File: config.mk
export PLATFORM = sky130hd
export DESIGN_NAME = iq_fifo_reader
export DESIGN_NICKNAME = d
export VERILOG_FILES = /design/src/rtl/iq_fifo_reader.sv
export SDC_FILE = /design/constraint.sdc
export NUM_CORES = 1
export LEC_CHECK = 0
export CORE_ASPECT_RATIO = 1.1
export CORE_MARGIN = 2
export CORE_UTILIZATION = 39
export CTS_CLUSTER_DIAMETER = 150
export DETAILED_ROUTE_END_ITERATION = 12
export PLACE_DENSITY = 0.71
export REMOVE_ABC_BUFFERS = 1
export SKIP_LAST_GASP = 1
export SLEW_MARGIN = 20
export SYNTH_ARGS = -nofsm -noshare
export SYNTH_HDL_FRONTEND = slang
export SYNTH_SLANG_ARGS = --single-unit
File: constraint.sdc
create_clock -name clk -period 2.1 [get_ports clk]
set_input_delay 0.315 -clock clk [delete_from_list [all_inputs] [get_ports clk]]
set_output_delay 0.315 -clock clk [all_outputs]
set_load 0.05 [all_outputs]
File: src/rtl/iq_fifo_reader.sv
// Read side of the IQ sample FIFO: prefetches one I/Q byte pair into a holding
// buffer and hands it out on each sample request, substituting zeros on underrun.
module iq_fifo_reader (
    input  logic        clk,
    input  logic        rst,
    input  logic        enable,
    input  logic [7:0]  fifo_data_out,
    input  logic        fifo_empty,
    output logic        fifo_rd,
    input  logic        sample_stb,
    output logic [7:0]  iq_i,
    output logic [7:0]  iq_q,
    output logic        iq_stb,
    output logic        underrun,
    output logic [15:0] underrun_count,
    input  logic        count_clr
);

    typedef enum logic [2:0] {
        S_FETCH_I = 3'd0,
        S_CAP_I   = 3'd1,
        S_FETCH_Q = 3'd2,
        S_CAP_Q   = 3'd3,
        S_HOLD    = 3'd4
    } state_t;

    state_t      state_q, state_d;
    logic [7:0]  buf_i_q, buf_i_d;
    logic [7:0]  buf_q_q, buf_q_d;
    logic        buf_valid_q, buf_valid_d;
    logic [7:0]  iq_i_q, iq_i_d;
    logic [7:0]  iq_q_q, iq_q_d;
    logic        iq_stb_q, iq_stb_d;
    logic        underrun_q, underrun_d;
    logic [15:0] cnt_q, cnt_d;
    logic        fetch_ok;

    // Gated by rst as well so nothing is pulled from the FIFO while held in reset.
    assign fetch_ok = enable & ~fifo_empty & ~rst;
    assign fifo_rd  = fetch_ok & ((state_q == S_FETCH_I) | (state_q == S_FETCH_Q));

    always_comb begin
        state_d     = state_q;
        buf_i_d     = buf_i_q;
        buf_q_d     = buf_q_q;
        buf_valid_d = buf_valid_q;
        iq_i_d      = iq_i_q;
        iq_q_d      = iq_q_q;
        iq_stb_d    = 1'b0;
        underrun_d  = 1'b0;
        cnt_d       = cnt_q;

        case (state_q)
            S_FETCH_I: if (fetch_ok) state_d = S_CAP_I;
            S_CAP_I: begin
                buf_i_d = fifo_data_out;
                state_d = S_FETCH_Q;
            end
            S_FETCH_Q: if (fetch_ok) state_d = S_CAP_Q;
            S_CAP_Q: begin
                buf_q_d     = fifo_data_out;
                buf_valid_d = 1'b1;
                state_d     = S_HOLD;
            end
            S_HOLD:    state_d = S_HOLD;
            default:   state_d = S_FETCH_I;
        endcase

        // A request during S_CAP_Q sees buf_valid_q low and underruns; the pair is kept.
        if (sample_stb) begin
            iq_stb_d = 1'b1;
            if (enable && buf_valid_q) begin
                iq_i_d      = buf_i_q;
                iq_q_d      = buf_q_q;
                buf_valid_d = 1'b0;
                state_d     = S_FETCH_I;
            end else begin
                iq_i_d = 8'h00;
                iq_q_d = 8'h00;
                if (enable) begin
                    underrun_d = 1'b1;
                    if (cnt_q != 16'hFFFF) cnt_d = cnt_q + 16'd1;
                end
            end
        end

        if (count_clr) cnt_d = 16'h0000;

        if (!enable) begin
            state_d     = S_FETCH_I;
            buf_valid_d = 1'b0;
        end
    end

    always_ff @(posedge clk or posedge rst) begin
        if (rst) begin
            state_q     <= S_FETCH_I;
            buf_i_q     <= 8'h00;
            buf_q_q     <= 8'h00;
            buf_valid_q <= 1'b0;
            iq_i_q      <= 8'h00;
            iq_q_q      <= 8'h00;
            iq_stb_q    <= 1'b0;
            underrun_q  <= 1'b0;
            cnt_q       <= 16'h0000;
        end else begin
            state_q     <= state_d;
            buf_i_q     <= buf_i_d;
            buf_q_q     <= buf_q_d;
            buf_valid_q <= buf_valid_d;
            iq_i_q      <= iq_i_d;
            iq_q_q      <= iq_q_d;
            iq_stb_q    <= iq_stb_d;
            underrun_q  <= underrun_d;
            cnt_q       <= cnt_d;
        end
    end

    assign iq_i           = iq_i_q;
    assign iq_q           = iq_q_q;
    assign iq_stb         = iq_stb_q;
    assign underrun       = underrun_q;
    assign underrun_count = cnt_q;

endmodule

==> impl_metrics.ini, run 1 <==
[pwr]
leakage_nw = 1.28
ir_worst_vdd_mv = 0.384
p_per_area_nw_per_um2 = 622

[worst_setup_path]
crit_path_start_kind = register
worstSetupPathType = reg -> reg
worstPathMaxFanout = 4
crit_required_ns = 2.33
cp-end-kind = register
cp_data_arrival_time_ns = 2.23

[finish]
drive_gt1_frac = 0.170
area_growth_pct = 33.1
mostFrequentLayoutCells = 54 x dfrtp_1, 47 x clkdlybuf4s50_1, 25 x nand2_1
layout_commonest_cell = dfrtp_1
layout.nets = 297
postLayoutCellArea_sq_um = 3120
diodes = 0

[route]
route.detailed.drc = 0
drt_iter0_markers = 61
drt-total-wl_mm = 4.74
vias = 1829
via_per_inst = 5.09
routedWlPerCell_um = 13.2
drtPass1Iterations = 4
ant_nets = 0

[global_route]
grt_pass1_vias = 1832
grt_pass1_wl_mm = 8.36
antenna_found_initial = 0
grt_max_degree = 55
overflow = 0
grtUsageTotal = 0.157

[cts]
h-tree-depth = 2
postCtsSetupRepairBufs = 0
cts_buffer_depth = 2
cts_buffers = 5
clk_latency_ns = 0.30
cts_tree = yes
cts_hold_buf = 0
cts-root-buf = clkbuf_8
clkTransAtPathRegs_ns = 0.09
clock_sinks = 54

[timing]
slew_headroom = 0.658
hold_violations = 0
post-route-period-util = 0.951
layout_min_cycle_time_ns = 2.00
hold_ws_ns = 0.393
finalMaxSlewViolations = 0
rsz0062_at_grt = no
tightest_slew_ns = 0.512
fin_worst_skew_ns = 0.00689
setup_viol = 0
timing.fmax_ghz = 0.501

[yosys]
synth.avg_cell_area_sq_um = 10.7
yosysSeqAreaShare = 0.577
synth_largest_area_cell = dfrtp_1
synthTopCellsByArea = dfrtp_1 58%, mux2_2 7.7%, o21ai_0 4.9%
ys_seq_elements = 54
syn_inst = 219
ys_warn_count = 0
synth_cell_types = 35
synthDominantCellAreaShare = 0.577
synthesis.area_sq_um = 2340

[placement]
hpwl_mm = 3.40
gp_congestion = 0.823
place_area_sq_um = 3030
io_buffer_count = 48

[flow_run]
max-cap-violations = 0

[floorplanning]
io_pins = 49
core_sq_um = 5770
dieArea_sq_um = 6640
die_x_um = 77.9
die-height_um = 85.3
start_util = 0.406
rows = 29

[min_path]
hold_path_class = in -> async

[status]
status = finished clean
stage by stage:
stage                     utilization  setup WS, ns  setup TNS (ns)  cells  power, mW
after floorplan                     -        -0.682           -7.15    211       1.31
after global placement          0.525        0.0918               0    352       1.40
after detailed placement        0.525        0.0546               0    352       1.42
after CTS                       0.538        0.0958               0    359       1.96
after global routing            0.540        0.0451               0    359       2.04
final                           0.540         0.104               0    359       1.94
cells by family after synthesis:
group,count (synthesis),share of synthesized area
flops,54,0.577
simple gates,71,0.169
fa+ha+maj,1,0.00534
xor+xnor,2,0.00748
mux,19,0.0908
buf+inv,29,0.0486
compound gates,43,0.102
flip-flops by register name, summed over array words and instances (netlist names):
| name | cells |
|---|---|
| underrun_count | 16 |
| buf_q_q | 8 |
| iq_i | 8 |
| iq_stb | 1 |
| iq_q | 8 |
| state_q | 3 |
| buf_valid_q | 1 |
| buf_i_q | 8 |
| underrun | 1 |
area by class of cell:
class                      count  area (sq um)
sequential                    54          1350
multi-input combinational    136           888
inverter                      21          78.8
clock buffer                   6          72.6
clock inverter                 1          7.51
fill                         527          2650
tap                           77          96.3
timing repair buffer          64           623
critical path: stages, from the launching register on:
cell	delay, ns
dfrtp_1	0.36
ha_1	0.22
nand4_2	0.18
or4b_4	0.59
or4_1	0.42
a21oi_1	0.15
routing by layer:
metal	vias up	global-route usage	wire length, um	share of wire
li1	879	-	-	-
met1	889	0.203	2210	0.47
met2	53	0.255	2180	0.46
met3	8	0.0436	272	0.057
met4	0	0.0542	80	0.017
met5	-	0	0	0
power by group:
group	switching, mW	internal, mW	total, mW	leakage [nW]
combinational	0.105	0.120	0.225	0.526
clock	0.319	0.229	0.548	0.0373
sequential	0.0429	1.12	1.17	0.714
total	0.467	1.47	1.94	1.28
final timing paths:
path                                          startpoint                              to  slack, ns  depth (start not counted)
setup / recovery           underrun_count[0]$_DFFE_PP0P_  underrun_count[14]$_DFFE_PP0P_       0.10                          5
hold / removal                                       rst            state_q[0]$_DFF_PP0_       0.39                          3
setup reg to reg           underrun_count[0]$_DFFE_PP0P_  underrun_count[14]$_DFFE_PP0P_       0.10                          5
hold reg to reg                   buf_q_q[3]$_DFFE_PP0N_             iq_q[3]$_DFFE_PP0P_       0.49                          2
max in group asynchronous                            rst          buf_q_q[0]$_DFFE_PP0N_       1.46                          3
min in group clk                  buf_q_q[3]$_DFFE_PP0N_             iq_q[3]$_DFFE_PP0P_       0.49                          2
Yosys cell counts:
| cell type | number |
|---|---|
| and3_2 | 1 |
| ha_1 | 1 |
| buf_4 | 1 |
| o31ai_1 | 5 |
| nor3b_2 | 1 |
| and4_2 | 1 |
| mux2_2 | 16 |
| nand3_1 | 7 |
| dfrtp_1 | 54 |
| a21oi_1 | 14 |
| nor3_1 | 1 |
| buf_1 | 1 |
| inv_1 | 21 |
| nor2_1 | 6 |
| nand3_2 | 1 |
| nand3b_1 | 1 |
| nand2_1 | 25 |
| and3_1 | 2 |
| clkbuf_1 | 5 |
| nor2b_1 | 3 |
| mux2_1 | 2 |
| xnor2_1 | 1 |
| mux2i_1 | 1 |
| buf_2 | 1 |
| or3_1 | 6 |
| or4b_4 | 1 |
| nand4_1 | 2 |
| or4_1 | 6 |
| o41ai_2 | 1 |
| o21ai_0 | 23 |
| nor4_1 | 3 |
| nand2b_1 | 2 |
| or3_2 | 1 |
| xor2_1 | 1 |
| nand4_2 | 1 |
what timing repair did:
| action | CTS | global route |
|---|---|---|
| resized for setup | 0 | 1 |
| hold endpoints to repair | 0 | 0 |
| setup endpoints to repair | 0 | 10 |
Power figures use the tool's default switching activity.
==> run 2, diff against run 1 <==
- CTS_CLUSTER_DIAMETER: 150 -> default
==> results of run 2 <==
The final DEF is identical to that of run 1; final timing and power are the same.
